===== src/rtl/imem_stream_loader_pkg.sv =====
// Shared definitions for the instruction-memory stream loader: FSM encoding,
// default frame marker and byte positions of the fixed frame header.
package imem_stream_loader_pkg;

  typedef enum logic [2:0] {
    S_IDLE   = 3'd0,
    S_CNT_HI = 3'd1,
    S_CNT_LO = 3'd2,
    S_DATA   = 3'd3,
    S_CSUM   = 3'd4,
    S_DONE   = 3'd5,
    S_ERROR  = 3'd6
  } ldr_state_e;

  localparam logic [7:0] SYNC_BYTE_DEF = 8'hA5;

  // Byte offsets inside a frame; data starts at FRM_DATA, CSUM follows N*4 data bytes.
  localparam int FRM_SYNC   = 0;
  localparam int FRM_CNT_HI = 1;
  localparam int FRM_CNT_LO = 2;
  localparam int FRM_DATA   = 3;

endpackage


===== src/rtl/imem_stream_loader_if.sv =====
// Byte-stream input and instruction-memory write/status bundle of the loader.
interface imem_stream_loader_if #(parameter int ADDR_W = 8);
  logic [7:0]        rx_data;
  logic              rx_valid;
  logic              rx_ready;
  logic              imem_we;
  logic [ADDR_W-1:0] imem_addr;
  logic [31:0]       imem_wdata;
  logic              cpu_hold;
  logic              load_done;
  logic              load_error;
  logic [ADDR_W:0]   words_loaded;

  modport slave (
    input  rx_data, rx_valid,
    output rx_ready, imem_we, imem_addr, imem_wdata,
           cpu_hold, load_done, load_error, words_loaded
  );

  modport master (
    output rx_data, rx_valid,
    input  rx_ready, imem_we, imem_addr, imem_wdata,
           cpu_hold, load_done, load_error, words_loaded
  );
endinterface


===== src/rtl/imem_stream_loader_word_assembler.sv =====
// Packs big-endian bytes into 32-bit words; word_ready flags the 4th byte of a
// word combinationally so the top can register the write on the same edge.
module word_assembler (
  input  logic        clock,
  input  logic        reset,
  input  logic        clear,
  input  logic        shift_en,
  input  logic [7:0]  byte_in,
  output logic [31:0] word_next,
  output logic        word_ready
);
  logic [23:0] sr_q, sr_d;
  logic [1:0]  byte_cnt_q, byte_cnt_d;

  assign word_next  = {sr_q, byte_in};
  assign word_ready = shift_en && (byte_cnt_q == 2'd3);

  always_comb begin
    sr_d       = sr_q;
    byte_cnt_d = byte_cnt_q;
    if (clear) begin
      sr_d       = '0;
      byte_cnt_d = '0;
    end else if (shift_en) begin
      sr_d       = {sr_q[15:0], byte_in};
      byte_cnt_d = byte_cnt_q + 2'd1;
    end
  end

  always_ff @(posedge clock) begin
    if (reset) begin
      sr_q       <= '0;
      byte_cnt_q <= '0;
    end else begin
      sr_q       <= sr_d;
      byte_cnt_q <= byte_cnt_d;
    end
  end
endmodule


===== src/rtl/imem_stream_loader.sv =====
// Framed byte-stream loader for the instruction memory: SYNC, 16-bit word count,
// big-endian words written from address 0, XOR checksum; holds the CPU until good.
module imem_stream_loader
  import imem_stream_loader_pkg::*;
#(
  parameter int         ADDR_W        = 8,
  parameter logic [7:0] SYNC_BYTE     = SYNC_BYTE_DEF,
  parameter bit         HOLD_AT_RESET = 1'b1
) (
  input  logic               clock,
  input  logic               reset,
  imem_stream_loader_if.slave bus
);
  localparam logic [16:0] MAX_N = 17'(1) << ADDR_W;

  ldr_state_e        state_q, state_d;
  logic [7:0]        cnt_hi_q, cnt_hi_d;
  logic [ADDR_W:0]   cnt_q, cnt_d;
  logic [7:0]        csum_q, csum_d;
  logic              imem_we_q, imem_we_d;
  logic [ADDR_W-1:0] imem_addr_q, imem_addr_d;
  logic [31:0]       imem_wdata_q, imem_wdata_d;
  logic              cpu_hold_q, cpu_hold_d;
  logic              load_done_q, load_done_d;
  logic              load_error_q, load_error_d;
  logic [ADDR_W:0]   words_loaded_q, words_loaded_d;

  logic        acc, restart, asm_clear, asm_shift, word_ready;
  logic [31:0] word_next;
  logic [16:0] n_full;
  logic [ADDR_W:0] words_inc;

  // Loader never back-pressures: every valid byte is consumed.
  assign acc       = bus.rx_valid;
  assign restart   = acc && (bus.rx_data == SYNC_BYTE);
  assign n_full    = {1'b0, cnt_hi_q, bus.rx_data};
  assign words_inc = words_loaded_q + (ADDR_W+1)'(1);

  word_assembler u_wasm (
    .clock      (clock),
    .reset      (reset),
    .clear      (asm_clear),
    .shift_en   (asm_shift),
    .byte_in    (bus.rx_data),
    .word_next  (word_next),
    .word_ready (word_ready)
  );

  always_comb begin
    state_d        = state_q;
    cnt_hi_d       = cnt_hi_q;
    cnt_d          = cnt_q;
    csum_d         = csum_q;
    imem_we_d      = 1'b0;
    imem_addr_d    = imem_addr_q;
    imem_wdata_d   = imem_wdata_q;
    cpu_hold_d     = cpu_hold_q;
    load_done_d    = load_done_q;
    load_error_d   = load_error_q;
    words_loaded_d = words_loaded_q;
    asm_clear      = 1'b0;
    asm_shift      = 1'b0;

    case (state_q)
      S_IDLE, S_DONE, S_ERROR: begin
        if (restart) begin
          state_d        = S_CNT_HI;
          csum_d         = '0;
          words_loaded_d = '0;
          load_done_d    = 1'b0;
          load_error_d   = 1'b0;
          cpu_hold_d     = 1'b1;
          asm_clear      = 1'b1;
        end
      end
      S_CNT_HI: if (acc) begin
        cnt_hi_d = bus.rx_data;
        csum_d   = csum_q ^ bus.rx_data;
        state_d  = S_CNT_LO;
      end
      S_CNT_LO: if (acc) begin
        csum_d = csum_q ^ bus.rx_data;
        cnt_d  = n_full[ADDR_W:0];
        if (n_full > MAX_N) begin
          state_d      = S_ERROR;
          load_error_d = 1'b1;
        end else if (n_full == '0) begin
          state_d = S_CSUM;
        end else begin
          state_d = S_DATA;
        end
      end
      S_DATA: if (acc) begin
        asm_shift = 1'b1;
        csum_d    = csum_q ^ bus.rx_data;
        if (word_ready) begin
          imem_we_d      = 1'b1;
          imem_addr_d    = words_loaded_q[ADDR_W-1:0];
          imem_wdata_d   = word_next;
          words_loaded_d = words_inc;
          if (words_inc == cnt_q) state_d = S_CSUM;
        end
      end
      S_CSUM: if (acc) begin
        if (bus.rx_data == csum_q) begin
          state_d     = S_DONE;
          load_done_d = 1'b1;
          cpu_hold_d  = 1'b0;
        end else begin
          state_d      = S_ERROR;
          load_error_d = 1'b1;
        end
      end
      default: state_d = S_IDLE;
    endcase
  end

  always_ff @(posedge clock) begin
    if (reset) begin
      state_q        <= S_IDLE;
      cnt_hi_q       <= '0;
      cnt_q          <= '0;
      csum_q         <= '0;
      imem_we_q      <= 1'b0;
      imem_addr_q    <= '0;
      imem_wdata_q   <= '0;
      cpu_hold_q     <= HOLD_AT_RESET;
      load_done_q    <= 1'b0;
      load_error_q   <= 1'b0;
      words_loaded_q <= '0;
    end else begin
      state_q        <= state_d;
      cnt_hi_q       <= cnt_hi_d;
      cnt_q          <= cnt_d;
      csum_q         <= csum_d;
      imem_we_q      <= imem_we_d;
      imem_addr_q    <= imem_addr_d;
      imem_wdata_q   <= imem_wdata_d;
      cpu_hold_q     <= cpu_hold_d;
      load_done_q    <= load_done_d;
      load_error_q   <= load_error_d;
      words_loaded_q <= words_loaded_d;
    end
  end

  assign bus.rx_ready     = 1'b1;
  assign bus.imem_we      = imem_we_q;
  assign bus.imem_addr    = imem_addr_q;
  assign bus.imem_wdata   = imem_wdata_q;
  assign bus.cpu_hold     = cpu_hold_q;
  assign bus.load_done    = load_done_q;
  assign bus.load_error   = load_error_q;
  assign bus.words_loaded = words_loaded_q;
endmodule

===== src/flat_wrapper.sv =====
// flat-port wrapper written by rule: the top's interface ports become plain ports
module imem_stream_loader_flat import imem_stream_loader_pkg::*;
#(
  parameter int         ADDR_W        = 8,
  parameter logic [7:0] SYNC_BYTE     = SYNC_BYTE_DEF,
  parameter bit         HOLD_AT_RESET = 1'b1
)
  (clock, reset, bus_rx_data, bus_rx_valid, bus_rx_ready, bus_imem_we, bus_imem_addr, bus_imem_wdata, bus_cpu_hold, bus_load_done, bus_load_error, bus_words_loaded);
  imem_stream_loader_if #(.ADDR_W(ADDR_W)) bus_i ();
  input  logic clock;
  input  logic reset;
  input wire logic [$bits(bus_i.rx_data)-1:0] bus_rx_data;
  input wire logic [$bits(bus_i.rx_valid)-1:0] bus_rx_valid;
  output wire logic [$bits(bus_i.rx_ready)-1:0] bus_rx_ready;
  output wire logic [$bits(bus_i.imem_we)-1:0] bus_imem_we;
  output wire logic [$bits(bus_i.imem_addr)-1:0] bus_imem_addr;
  output wire logic [$bits(bus_i.imem_wdata)-1:0] bus_imem_wdata;
  output wire logic [$bits(bus_i.cpu_hold)-1:0] bus_cpu_hold;
  output wire logic [$bits(bus_i.load_done)-1:0] bus_load_done;
  output wire logic [$bits(bus_i.load_error)-1:0] bus_load_error;
  output wire logic [$bits(bus_i.words_loaded)-1:0] bus_words_loaded;
  assign bus_i.rx_data = bus_rx_data;
  assign bus_i.rx_valid = bus_rx_valid;
  assign bus_rx_ready = bus_i.rx_ready;
  assign bus_imem_we = bus_i.imem_we;
  assign bus_imem_addr = bus_i.imem_addr;
  assign bus_imem_wdata = bus_i.imem_wdata;
  assign bus_cpu_hold = bus_i.cpu_hold;
  assign bus_load_done = bus_i.load_done;
  assign bus_load_error = bus_i.load_error;
  assign bus_words_loaded = bus_i.words_loaded;
  imem_stream_loader #(.ADDR_W(ADDR_W), .SYNC_BYTE(SYNC_BYTE), .HOLD_AT_RESET(HOLD_AT_RESET)) u_core (.clock(clock), .reset(reset), .bus(bus_i));
endmodule

===== config.mk =====
export PLATFORM = sky130hd
export DESIGN_NAME = imem_stream_loader_flat
export DESIGN_NICKNAME = d
export VERILOG_FILES = /design/src/rtl/imem_stream_loader_pkg.sv /design/src/rtl/imem_stream_loader_if.sv /design/src/rtl/imem_stream_loader_word_assembler.sv /design/src/rtl/imem_stream_loader.sv /design/src/flat_wrapper.sv
export SDC_FILE = /design/constraint.sdc
export NUM_CORES = 1
export LEC_CHECK = 0
export BUFFER_PORTS_ARGS = -buffer_cell sky130_fd_sc_hd__buf_4
export CORE_MARGIN = 4
export CORE_UTILIZATION = 30
export DETAILED_ROUTE_END_ITERATION = 8
export SYNTH_ARGS = -nofsm -noshare
export SYNTH_HDL_FRONTEND = slang
export SYNTH_SLANG_ARGS = --single-unit
export TNS_END_PERCENT = 100

===== constraint.sdc =====
create_clock -name clock -period 6.1 [get_ports clock]
set_clock_uncertainty 0.1 [all_clocks]
set_input_delay 0.305 -clock clock [delete_from_list [all_inputs] [get_ports clock]]
set_output_delay 0.305 -clock clock [all_outputs]
set_load 0.03 [all_outputs]

==> results.tsv <==
metric	value	unit
status	complete, no violations	
clkLatencyLatePin	350	ps
core-area	15300	um^2
initial_drc_count	235	
grt_antenna_before_repair	0	
synthXorXnorAreaFrac	3.89	%
pin_slew_with_the_least_headroom_to_its_limit	1110	ps
routed-via-count	4166	
share_of_power_burned_in_registers	52.6	%
clock_share_of_power	44.5	%
crit_required	6240	ps
rsz0062_at_grt	false	
total_negative_setup_slack	0	ps
seq_area	2140	um^2
port_buffers	63	
htree_levels	3	
yosys_reg_bits	107	
drcViolationCount	0	
pwr-share-comb	2.9	%
synth-simple-area-share	23.8	%
antenna_cells_inserted	0	
layout_area_growth_over_synthesis	17.9	%
clk_pin_slew	70	ps
globalRouteTotalUtil	13.3	%
routed_length_per_instance	13.8	um
worst_hold_class	input pin to flip-flop	
tritoncts	built	
cts_setup_buffers	0	
die_width	134	um
ys_seq_area_share	45.3	%
nFillCells	1639	
critical-path-slowest-cell	and4b_1	
ant_nets	0	
crit_arrival	3820	ps
synthArstFlopShare	0	%
avgSynthCellArea	7.74	um^2
drt-total-wl	11.8	mm
slew-limit-headroom	25.4	%
multi_input_area	2340	um^2
synth.area.mux_share	2.17	%
vdd_ir_drop_max	0.000165	V
drv.max_cap_violation_count	0	
net-switching-power	299	uW
layout.cells.most_common_list	163 x nand2_1, 107 x dfxtp_1, 98 x a21oi_1	
post-route-min-period	3680	ps
final-setup-viol-count	0	
die_height	134	um
layout-drive-gt1-share	14.8	%
cts_hold_buf	0	
maxClockFrequency	272	MHz
clkSinkCount	107	
placement_rows	45	
preCtsSetupSlack	2370	ps
delay_heaviest_family_cp	simple AND/OR/NAND/NOR gates	
worstPathCellList	and4b_1, and2_1, nor2_1, o311a_1	
gp_congestion	0.829	
tritoncts.num_buffers	9	
final_common_cell	nand2_1	
clock-root-buffer	clkbuf_16	
synth_cells	611	
post_route_hold_slack	159	ps
timing.final.crit_share	60.4	%
synth_cell_type_count	61	
drt-vias-per-instance	4.88	
synth_ff_type	dfxtp_1	
die-area	17800	um^2
dominant_combinational_cell_family_by_area_after_synthesis	simple AND/OR/NAND/NOR gates	
yosysWarnings	0	
grt_first_pass_wirelength	19.5	mm
postSynthNetCount	624	
internal_power	1030	uW
r2r_setup_slack	2420	ps
netlist_area	4730	um^2
adder_and_majority_cell_fraction_of_the_synthesized_area	0.529	%
synth-edff-count	0	
via_count_of_the_first_global_routing_pass	3827	
clock_tree.buffer_depth	2	
post_synthesis_compound_gate_area_fraction	18.8	%
p_per_area	238	nW/um^2
leakage	0.00197	uW
timing.final.ws_setup	2420	ps
start_kind	flip-flop	
ctsResizeCount	0	
top_level_ports	65	
residual_overflow_from_global_routing	0	
hpwl	7.69	mm
setup.worst_path.end_class	flip-flop	
crit_buf_inv	0	
grt_max_degree	77	
switching_share	22.5	%
critical_path_peak_fanout	30	
starting_density_of_the_core	30.9	%
hold_violations	0	
layout_net_count	651	
path_class	flip-flop to flip-flop	
slew_violations	0	
worst_path_largest_cell_delay	970	ps
detailedRoute.firstPassIterationCount	5	
[state kept, by name, summed over array words and instances (netlist names)]
register,cells
u_core.bus.imem_wdata,32
u_core.u_wasm.sr_q,24
u_core.bus.words_loaded,9
u_core.cnt_q,9
u_core.bus.imem_addr,8
u_core.cnt_hi_q,8
u_core.csum_q,8
u_core.state_q,3
u_core.u_wasm.byte_cnt_q,2
u_core.bus.cpu_hold,1
u_core.bus.imem_we,1
u_core.bus.load_done,1
u_core.bus.load_error,1
[cell type report]
class	instances	share of cell area (%)
Multi-Input combinational cell	444	41.9
Tap cell	211	4.73
Clock inverter	7	1.37
Sequential cell	107	38.4
Clock buffer	9	4.04
Inverter	10	0.673
Timing Repair Buffer	66	8.88
[through the flow]
step / utilization (%) / power (uW) / cells / area (um^2)
floorplan: - / 742 / 611 / 4730
global placement: 34.5 / 755 / 838 / 5280
detailed placement: 34.5 / 755 / 838 / 5280
CTS: 36.4 / 1350 / 854 / 5580
global route: 36.4 / 1370 / 854 / 5580
finish: 36.4 / 1330 / 854 / 5580
[cell usage after synthesis (all sizes together) (2+ instances only)]
cell type,instances,area share [%]
a211oi,2,0.42
a21oi,98,10
a31oi,4,0.53
and2,4,0.53
and3,3,0.40
and4,2,0.42
buf,18,2.1
clkbuf,32,2.5
dfxtp,107,45
ha,2,0.53
inv,10,0.79
mux2,2,0.48
mux2i,8,1.7
nand2,163,13
nand3,9,0.95
nand3b,10,1.6
nand4,4,0.66
nand4b,2,0.37
nor2,39,3.1
nor3,5,0.53
nor4,5,0.79
o2111ai,4,0.74
o211ai,2,0.42
o21ai,23,2.4
o21bai,2,0.32
o221ai,2,0.37
o22ai,2,0.26
o311a,3,0.66
or3,4,0.56
xnor2,14,2.6
xor2,7,1.3
[routing by layer]
| metal | GRT usage, % | routed length (um) |
|---|---|---|
| met2 | 20.6 | 5400 |
| met5 | 0 | 0 |
| met4 | 3.20 | 95 |
| met3 | 3.85 | 580 |
| met1 | 18.2 | 5730 |
[kinds of logic (layout without fill, tap and decap cells)]
family | Yosys count | in the layout
other | 1 | 1
adder cells (fa/ha/maj) | 2 | 2
buffers and inverters | 60 | 92
AO/OA/AOI/OAI | 154 | 154
multiplexers | 10 | 10
AND/OR/NAND/NOR | 256 | 256
flip-flops | 107 | 107
XOR/XNOR | 21 | 21
[worst paths after layout]
path	start	end	cells past startpoint
worst max register to register	u_core.state_q[1]	u_core.bus.words_loaded[4]	4
worst min register to register	u_core.u_wasm.sr_q[22]	u_core.bus.imem_wdata[30]	2
worst min-delay path	bus_rx_data[4]	u_core.bus.imem_wdata[4]	3
worst max-delay path	u_core.state_q[1]	u_core.bus.words_loaded[4]	4
[worst reg2reg max path, stage by stage, from the launching register on]
cell and delay (ps):
dfxtp_1 760, and4b_1 970, and2_1 920, nor2_1 390, o311a_1 430
[power by group through the flow]
stage          clock, uW  combinational, uW  sequential (uW)
3_3_place_gp           0               39.1              715
3_5_place_dp           0               39.1              715
6_report             592               38.8              699
5_1_grt              632               42.7              699
2_1_floorplan          0               26.9              715
4_1_cts              609               39.2              699
Note: power is estimated with default switching activity, not from simulation.
